### src/rtl/bnn_layer_pkg.sv
// Shared types and default sizes for the BNN layer sequencer and its neuron bank.
package bnn_layer_pkg;

  localparam int BNN_PW           = 8;
  localparam int BNN_P            = 8;
  localparam int BNN_MAX_IN_BEATS = 128;
  localparam int BNN_MAX_GROUPS   = 64;
  localparam int BNN_IN_AW        = $clog2(BNN_MAX_IN_BEATS);
  localparam int BNN_WT_AW        = $clog2(BNN_MAX_IN_BEATS * BNN_MAX_GROUPS);

  typedef enum logic [2:0] {
    ST_IDLE,
    ST_STREAM,
    ST_WAIT,
    ST_OUT,
    ST_FIN
  } state_t;

endpackage

### src/rtl/bnn_layer_seq_rd_align.sv
// Delays the read strobes by the RAM read latency so valid/last line up with RAM data at the lanes.
module bnn_rd_align
  import bnn_layer_pkg::*;
(
  input  logic clk,
  input  logic rst,
  input  logic i_rd_en,
  input  logic i_last_flag,
  output logic o_valid,
  output logic o_last
);

  logic r_valid_p0;
  logic r_last_p0;

  always_ff @(posedge clk or posedge rst) begin
    if (rst) begin
      r_valid_p0 <= 1'b0;
      r_last_p0  <= 1'b0;
    end else begin
      r_valid_p0 <= i_rd_en;
      r_last_p0  <= i_rd_en && i_last_flag;
    end
  end

  assign o_valid = r_valid_p0;
  assign o_last  = r_last_p0;

endmodule

### src/rtl/bnn_layer_seq.sv
// Sequences one fully-connected BNN layer: streams input/weight addresses to P lock-step
// neuron lanes, then hands each group's P binary outputs downstream on a ready/valid stream.
module bnn_layer_seq
  import bnn_layer_pkg::*;
#(
  parameter int P            = BNN_P,
  parameter int MAX_IN_BEATS = BNN_MAX_IN_BEATS,
  parameter int MAX_GROUPS   = BNN_MAX_GROUPS,
  parameter int IN_AW        = $clog2(MAX_IN_BEATS),
  parameter int WT_AW        = $clog2(MAX_IN_BEATS * MAX_GROUPS)
) (
  input  logic                              clk,
  input  logic                              rst,
  input  logic                              start,
  input  logic [$clog2(MAX_IN_BEATS+1)-1:0] cfg_in_beats,
  input  logic [$clog2(MAX_GROUPS+1)-1:0]   cfg_groups,
  output logic                              busy,
  output logic                              done,
  output logic [IN_AW-1:0]                  in_rd_addr,
  output logic [WT_AW-1:0]                  wt_rd_addr,
  output logic                              rd_en,
  output logic                              nrn_valid_in,
  output logic                              nrn_last,
  input  logic                              nrn_valid_out,
  input  logic [P-1:0]                      nrn_y,
  output logic                              out_valid,
  input  logic                              out_ready,
  output logic [P-1:0]                      out_data,
  output logic [$clog2(MAX_GROUPS)-1:0]     out_group
);

  localparam int CB_W = $clog2(MAX_IN_BEATS + 1);
  localparam int CG_W = $clog2(MAX_GROUPS + 1);
  localparam int GW   = $clog2(MAX_GROUPS);

  state_t           r_state;
  state_t           w_state_nxt;
  logic [CB_W-1:0]  r_cfg_beats;
  logic [CG_W-1:0]  r_cfg_groups;
  logic [IN_AW-1:0] r_beat;
  logic [WT_AW-1:0] r_wptr;
  logic [GW-1:0]    r_group;
  logic [P-1:0]     r_out_data;
  logic             r_out_valid;
  logic             r_dbg_spurious;

  logic w_last_beat;
  logic w_last_group;
  logic w_start_acc;
  logic w_hs;
  logic w_rd_en;
  logic w_busy;
  logic w_done;

  assign w_last_beat  = (CB_W'(r_beat) == (r_cfg_beats - CB_W'(1)));
  assign w_last_group = (CG_W'(r_group) == (r_cfg_groups - CG_W'(1)));

  always_ff @(posedge clk or posedge rst) begin
    if (rst) r_state <= ST_IDLE;
    else     r_state <= w_state_nxt;
  end

  // A zero-sized layer drops straight into FIN, so its only visible activity is the done pulse.
  always_comb begin
    w_state_nxt = r_state;
    w_start_acc = 1'b0;
    w_hs        = 1'b0;
    w_rd_en     = 1'b0;
    w_busy      = 1'b0;
    w_done      = 1'b0;
    case (r_state)
      ST_IDLE: begin
        if (start) begin
          w_start_acc = 1'b1;
          w_state_nxt = ((cfg_in_beats == '0) || (cfg_groups == '0)) ? ST_FIN : ST_STREAM;
        end
      end
      ST_STREAM: begin
        w_busy  = 1'b1;
        w_rd_en = 1'b1;
        if (w_last_beat) w_state_nxt = ST_WAIT;
      end
      ST_WAIT: begin
        w_busy = 1'b1;
        if (nrn_valid_out) w_state_nxt = ST_OUT;
      end
      ST_OUT: begin
        w_busy = 1'b1;
        if (out_ready) begin
          w_hs        = 1'b1;
          w_state_nxt = w_last_group ? ST_FIN : ST_STREAM;
        end
      end
      ST_FIN: begin
        w_done      = 1'b1;
        w_state_nxt = ST_IDLE;
      end
      default: w_state_nxt = ST_IDLE;
    endcase
  end

  // Weight pointer runs across groups because weights are stored group-major.
  always_ff @(posedge clk or posedge rst) begin
    if (rst) begin
      r_cfg_beats    <= '0;
      r_cfg_groups   <= '0;
      r_beat         <= '0;
      r_wptr         <= '0;
      r_group        <= '0;
      r_out_data     <= '0;
      r_out_valid    <= 1'b0;
      r_dbg_spurious <= 1'b0;
    end else begin
      if (w_start_acc) begin
        r_cfg_beats  <= cfg_in_beats;
        r_cfg_groups <= cfg_groups;
        r_beat       <= '0;
        r_wptr       <= '0;
        r_group      <= '0;
      end
      if (w_rd_en) begin
        r_wptr <= r_wptr + WT_AW'(1);
        r_beat <= w_last_beat ? '0 : r_beat + IN_AW'(1);
      end
      if ((r_state == ST_WAIT) && nrn_valid_out) begin
        r_out_data  <= nrn_y;
        r_out_valid <= 1'b1;
      end
      if (w_hs) begin
        r_out_valid <= 1'b0;
        if (!w_last_group) r_group <= r_group + GW'(1);
      end
      if (nrn_valid_out && (r_state != ST_WAIT)) r_dbg_spurious <= 1'b1;
    end
  end

  bnn_rd_align u_rd_align (
    .clk         (clk),
    .rst         (rst),
    .i_rd_en     (w_rd_en),
    .i_last_flag (w_last_beat),
    .o_valid     (nrn_valid_in),
    .o_last      (nrn_last)
  );

  assign busy       = w_busy;
  assign done       = w_done;
  assign rd_en      = w_rd_en;
  assign in_rd_addr = r_beat;
  assign wt_rd_addr = r_wptr;
  assign out_valid  = r_out_valid;
  assign out_data   = r_out_data;
  assign out_group  = r_group;

  a_last_has_valid: assert property (@(posedge clk) disable iff (rst) nrn_last |-> nrn_valid_in);
  a_out_hold: assert property (@(posedge clk) disable iff (rst)
    (out_valid && !out_ready) |=> ($stable(out_data) && $stable(out_group)));
  a_busy_done_excl: assert property (@(posedge clk) disable iff (rst) !(busy && done));
  a_no_spurious_vo: assert property (@(posedge clk) disable iff (rst) !r_dbg_spurious);

endmodule

### config.mk
export PLATFORM = sky130hd
export DESIGN_NAME = bnn_layer_seq
export DESIGN_NICKNAME = d
export VERILOG_FILES = /design/src/rtl/bnn_layer_pkg.sv /design/src/rtl/bnn_layer_seq_rd_align.sv /design/src/rtl/bnn_layer_seq.sv
export SDC_FILE = /design/constraint.sdc
export NUM_CORES = 1
export LEC_CHECK = 0
export BUFFER_PORTS_ARGS = -buffer_cell sky130_fd_sc_hd__buf_2
export CAP_MARGIN = 20
export CORE_UTILIZATION = 39
export DETAILED_ROUTE_END_ITERATION = 8
export PLACE_DENSITY_LB_ADDON = 0.25
export SETUP_SLACK_MARGIN = 0.5
export SYNTH_ARGS = -nofsm -noshare
export SYNTH_HDL_FRONTEND = slang
export SYNTH_SLANG_ARGS = --single-unit
### constraint.sdc
create_clock -name clk -period 2.8 [get_ports clk]
set_input_delay 0.28 -clock clk [delete_from_list [all_inputs] [get_ports clk]]
set_output_delay 0.28 -clock clk [all_outputs]
set_load 0.01 [all_outputs]
==> metrics.cfg, run 1 <==
[synth]
synthAdderAreaFrac_pct = 2.076
synth_top_family_by_area = simple AND/OR/NAND/NOR gates
yosys.area_share.xor_xnor_pct = 4.360
yosys_warnings = 0
synth.distinct_cells = 58
synth_compound_area_share_pct = 13.08
synthSimpleGateAreaFrac_pct = 25.96
postSynthAreaPerCell_um2 = 9.158
ys_dominant_reg_cell = sky130_fd_sc_hd__dfrtp_1
synthesis.instances = 329
synth_edf_count = 0
post_synth_instance_area_um2 = 3013
synth-async-reset-ratio_pct = 100.0
synth_seq_area_share_pct = 45.68
synth.mux.area_fraction_pct = 4.983
mappedNetlistNets = 362
synth.ff_latch_count = 55

[sta]
worst_slew_pin_slew_ps = 862.1
timing.setup.tns_ps = 0
min_period_ps = 2192
clock-skew-final_ps = 17.37
relSlewSlack_pct = 42.39
final_hold_viol_count = 0
setup_repair_after_global_routing_missed_its_margin = no
timing.fmax_mhz = 456.1
setup_viol_count_final = 0
final-max-slew-violation-count = 0
final.period_utilization_pct = 78.30

[power]
power.leakage_uw = 0.001734
internal_power_uw = 1983
fraction_of_power_consumed_by_sequential_logic_pct = 40.5
p_comb_share_pct = 46.6
p_per_area_nw_per_um2 = 969.7
sw_frac_of_total_pct = 43.16
ir_worst_vdd_mv = 0.4527
switching_power_uw = 1506
total_power_uw = 3489
p_clk_share_pct = 13.0

[critical_path]
worst_r2r_path_depth = 8
critical_path.max_fanout = 8
crit_path_end_kind = flip-flop
cp-start-kind = flip-flop
critical_path_arrival_ps = 2430
worst_ep_required_time_ps = 3040
critical_path_class = flip-flop to flip-flop

[routing]
detailedRoute.firstPassIterationCount = 4
post_drt_via_cell_ratio = 5.383
via_count = 2686
drt_drc_violations_left = 0
avgRoutedWirePerCell_um = 14.29
routed_wirelength_um = 7131
route.antenna.remaining_nets = 0
drtIter0Drc = 101

[global_routing]
overflow = 0
antenna_found_initial = 0
globalRouteTotalUtil_pct = 18.12
grt_pass1_wl_um = 12070
grt_pass1_vias = 2601
grt_start_max_net_pins = 56

[placement]
portBuffers = 67
placed_cells_incl_taps = 487
gp_congestion = 0.8085
dp.final_hpwl_um = 5104

[cts]
tritoncts_num_sinks = 55
cts.root.buffer_cell = sky130_fd_sc_hd__clkbuf_8
clk_latency_ps = 320
cts.reportedPaths.clkPinSlew_ps = 100
tritoncts = yes
hold_buffers = 0
cts_buffers = 5
cts_h_tree_depth = 2
max-clock-path-buffers = 2

[die]
initial_core_util_pct = 40.88
standard_cell_rows = 31
pin_count = 68
die_area_um2 = 8081
die_width_um = 89.90
die_h_um = 89.90
core_region_area_um2 = 7370

[worst_hold_path]
holdCritPathClass = primary input to async pin

[layout]
finalNetCount = 432
areaGrowthSynthToFinish_pct = 19.44
num_antenna_cells = 0
layout-drive-gt1-share_pct = 26.50
instances_no_fill = 499

[job]
cap_viol_max_count = 0

[status]
status = finished, final reports clean

-- flip-flops by register name, summed over array words and instances, names as in the netlist --
name,count
out_group,6
out_valid,1
u_rd_align.o_last,1
r_state,3
r_cfg_beats,8
u_rd_align.o_valid,1
wt_rd_addr,13
in_rd_addr,7
r_cfg_groups,7
out_data,8
-- cell type report --
class / instances / area, um2
Fill cell: 739 / 3771
Multi-Input combinational cell: 248 / 1538
Sequential cell: 55 / 1380
Timing Repair Buffer: 76 / 419.2
Tap cell: 99 / 123.9
Clock buffer: 6 / 72.57
Inverter: 13 / 48.80
Clock inverter: 2 / 16.27
-- worst max-delay path: stages (launching register included) --
cell                        delay, ps
sky130_fd_sc_hd__dfrtp_1          480
sky130_fd_sc_hd__nor3_1           330
sky130_fd_sc_hd__a2111oi_0        170
sky130_fd_sc_hd__a211oi_1         360
sky130_fd_sc_hd__a22oi_2           90
sky130_fd_sc_hd__buf_6            170
sky130_fd_sc_hd__buf_12           120
sky130_fd_sc_hd__or3_1            330
sky130_fd_sc_hd__o21ai_1           70
-- kinds of logic after synthesis --
| logic type | after synthesis |
|---|---|
| and+or+nand+nor | 152 |
| muxes | 14 |
| buffers and inverters | 26 |
| adders and majority gates | 5 |
| xor gates and xnor gates | 15 |
| AOI/OAI and AO/OA | 62 |
| DFF | 55 |
-- power groups by stage --
stage / registers [uW] / clock network [uW] / logic, uW
global route: 1470 / 495 / 1820
floorplan: 1390 / 0 / 1110
global placement: 1430 / 0 / 1510
CTS: 1420 / 464 / 1590
finish: 1410 / 452 / 1630
detailed placement: 1430 / 0 / 1550
-- cells in the final DEF, fill, tap and decap left out, drive strengths merged, types with 3 or more instances in the layout --
| cell | n |
|---|---|
| clkbuf | 6 |
| a211oi | 3 |
| mux2 | 8 |
| xor2 | 6 |
| or3 | 6 |
| mux2i | 6 |
| xnor2 | 9 |
| nand4 | 9 |
| nor2 | 18 |
| nand2 | 60 |
| ha | 5 |
| o21ai | 27 |
| inv | 13 |
| and3 | 6 |
| nand2b | 3 |
| and2 | 3 |
| nand3 | 18 |
| nor2b | 3 |
| buf | 76 |
| dfrtp | 55 |
| a21oi | 3 |
| nor3 | 10 |
| nor4 | 4 |
| a31oi | 8 |
-- what timing repair did --
action,CTS,global route
gates resized for setup,1,6
setup endpoints to repair,6,16
setup buffers,2,2
pin swaps,1,0
-- metrics by stage --
step	instance area (um2)	util (%)	worst slack, ps	hold slack, ps
after detailed placement	3447	46.77	289.1	463.9
after CTS	3571	48.46	500.5	162.5
after floorplan	3013	-	655.1	385.4
after global routing	3598	48.83	496.8	175.9
final	3598	48.83	607.5	143.1
after global placement	3447	46.77	399.6	470.4
-- path summary, 6_finish.rpt --
kind | slack (ps) | endpoint | from
max | 610 | out_group[3] | r_cfg_groups[2]
max in group asynchronous | 2150 | r_cfg_beats[0] | rst
min in group clk | 180 | r_cfg_groups[2] | cfg_groups[2]
min reg2reg | 480 | wt_rd_addr[12] | wt_rd_addr[12]
min | 140 | out_data[2] | rst
max reg2reg | 610 | out_group[3] | r_cfg_groups[2]
-- per-layer routing --
layer	vias to the layer above	global-route usage, %	wire (um)
met4	0	4.839	85
met1	1313	23.11	3319
li1	1312	-	-
met2	54	31.15	3409
met3	7	3.892	317
met5	-	0	0
-- cells in the mapped netlist, drive strengths merged (4+ instances only) --
cell type / count / area [um2]
nand2: 60 / 225.2
dfrtp: 55 / 1376
o21ai: 27 / 135.1
nand3: 18 / 90.09
nor2: 18 / 67.56
inv: 12 / 45.04
nor3: 10 / 55.05
nand4: 9 / 56.30
xnor2: 9 / 78.83
a31oi: 8 / 50.05
mux2: 8 / 90.09
clkbuf: 7 / 26.28
and3: 6 / 37.54
buf: 6 / 41.28
mux2i: 6 / 60.06
or3: 6 / 42.54
xor2: 6 / 52.55
ha: 5 / 62.56
nor4: 4 / 46.29
Power figures use the tool's default switching activity.
==> run 2: changes to the inputs <==
==> constraint.sdc (replaced) <==
create_clock -name clk -period 2.29 [get_ports clk]
set_input_delay 0.229 -clock clk [delete_from_list [all_inputs] [get_ports clk]]
set_output_delay 0.229 -clock clk [all_outputs]
set_load 0.01 [all_outputs]
==> run 2 against run 1 <==
Fmax up 6.7%; die area did not move; global-route usage up 0.84 points.
==> metrics.cfg, run 2 (synthesis gave the netlist of run 1 again) <==
[placement]
portBuffers = 67
gp_congestion = 0.7938
dp.final_hpwl_um = 5139

[layout]
final_common_cell = sky130_fd_sc_hd__buf_2
layout-drive-gt1-share_pct = 35.61
largest_reg_flops = 13
ff_latch_area_um2 = 1381
finalNetCount = 456
filler_cell_count = 677
num_antenna_cells = 0
multi_input_area_um2 = 1654
highest_count_cells_in_the_layout_ignoring_fill_and_taps = 67 x sky130_fd_sc_hd__buf_2, 58 x sky130_fd_sc_hd__nand2_1, 51 x sky130_fd_sc_hd__dfrtp_1
final_core_util_pct = 53.19
areaGrowthSynthToFinish_pct = 30.11

[global_routing]
global_route.usage.met1_pct = 26.08
antenna_found_initial = 0
met2_usage_pct = 30.13
globalRouteTotalUtil_pct = 18.96
grt_pass1_wl_um = 12500
top_usage_layer = met2
grtUsageMet3_pct = 4.230
grt_start_max_net_pins = 26
grt_pass1_vias = 2583
overflow = 0

[critical_path]
critical_path_class = flip-flop to flip-flop
crit_path_end_kind = flip-flop
critical_path.max_fanout = 5
cp-start-kind = flip-flop
worst_ep_required_time_ps = 2510
critical_path_arrival_ps = 2280

[die]
die_width_um = 89.90
core_region_area_um2 = 7370
die_h_um = 89.90
initial_core_util_pct = 40.88
standard_cell_rows = 31
die_area_um2 = 8081
pin_count = 68

[cts]
max-clock-path-buffers = 2
cts.reportedPaths.clkPinSlew_ps = 110
cts_h_tree_depth = 2
tritoncts = yes
tritoncts_num_sinks = 55
clk_latency_ps = 320
cts.root.buffer_cell = sky130_fd_sc_hd__clkbuf_8
cts_buffers = 5

[routing]
route.antenna.remaining_nets = 0
post_drt_via_cell_ratio = 5.207
drtIter0Drc = 95
drt_drc_violations_left = 0
via_count = 2723
avgRoutedWirePerCell_um = 14.38
detailedRoute.firstPassIterationCount = 4
routed_wirelength_um = 7521

[sta]
timing.fmax_mhz = 486.5
timing.setup.tns_ps = 0
min_period_ps = 2055
final-max-slew-violation-count = 0
relSlewSlack_pct = 53.02
setup_viol_count_final = 0
setup_repair_after_global_routing_missed_its_margin = yes
final_hold_viol_count = 0
clock-skew-final_ps = 12.05
worst_slew_pin_slew_ps = 695.6
final.period_utilization_pct = 89.76

[power]
total_power_uw = 4866
p_per_area_nw_per_um2 = 1241
ir_worst_vdd_mv = 0.4602
power.leakage_uw = 0.001878

[status]
status = finished, final reports clean

[job]
cap_viol_max_count = 0

[worst_hold_path]
holdCritPathClass = primary input to flip-flop

==> run 2: timing repair <==
action	CTS	global route
buffers inserted	8	11
hold endpoints to repair	23	0
gates resized for setup	21	19
hold buffers	1	0
setup endpoints to repair	24	18
cloned	1	0
pin swaps	8	9
==> run 2: worst paths after layout <==
| path | start | to | slack [ps] | cells past startpoint |
|---|---|---|---|---|
| setup / recovery | r_cfg_beats[0] | in_rd_addr[1] | 230 | 9 |
| max in group asynchronous | rst | r_cfg_beats[0] | 1190 | 4 |
| hold reg to reg | r_state[2] | r_state[1] | 480 | 1 |
| min in group asynchronous | rst | out_data[0] | 470 | 3 |
| hold / removal | cfg_groups[3] | r_cfg_groups[3] | 110 | 3 |
| setup reg to reg | r_cfg_beats[0] | in_rd_addr[1] | 230 | 9 |
==> run 2: final cells by class <==
| cell class | instances | share of cell area (%) |
|---|---|---|
| flip-flops and latches | 55 | 35.24 |
| well taps | 99 | 3.160 |
| repair buffers | 100 | 15.51 |
| inverters | 13 | 1.372 |
| clock inverters | 2 | 0.4149 |
| clock buffers | 6 | 2.107 |
| multi-input cells | 248 | 42.20 |
==> run 2: worst max-delay path, cell delays in order, from the launching register on <==
cell and delay [ps]:
sky130_fd_sc_hd__dfrtp_2 430, sky130_fd_sc_hd__inv_2 70, sky130_fd_sc_hd__ha_4 260, sky130_fd_sc_hd__xor2_1 140, sky130_fd_sc_hd__nand3_1 90, sky130_fd_sc_hd__nor4b_2 240, sky130_fd_sc_hd__nand4_1 220, sky130_fd_sc_hd__buf_4 200
sky130_fd_sc_hd__buf_6 120, sky130_fd_sc_hd__a32o_1 210
==> run 2: power breakdown <==
| group | internal, uW | switching, uW |
|---|---|---|
| logic | 1260 | 1270 |
| registers | 1280 | 461 |
| clock network | 248 | 348 |
==> run 2: per-layer routing <==
metal / wire [um] / up-vias
met5: 0 / -
met2: 3525 / 65
li1: - / 1359
met3: 283 / 8
met1: 3593 / 1291
met4: 119 / 0
==> run 2: through the flow <==
stage | instance area, um2 | cells | hold slack (ps) | worst slack, ps
after global routing | 3920 | 523 | 118.7 | 111.4
after global placement | 3523 | 494 | 303.0 | 133.1
final | 3920 | 523 | 113.3 | 234.6
after CTS | 3759 | 512 | 108.0 | 192.4
after detailed placement | 3523 | 494 | 300.1 | 65.53
after floorplan | 3040 | 329 | 334.4 | 209.4
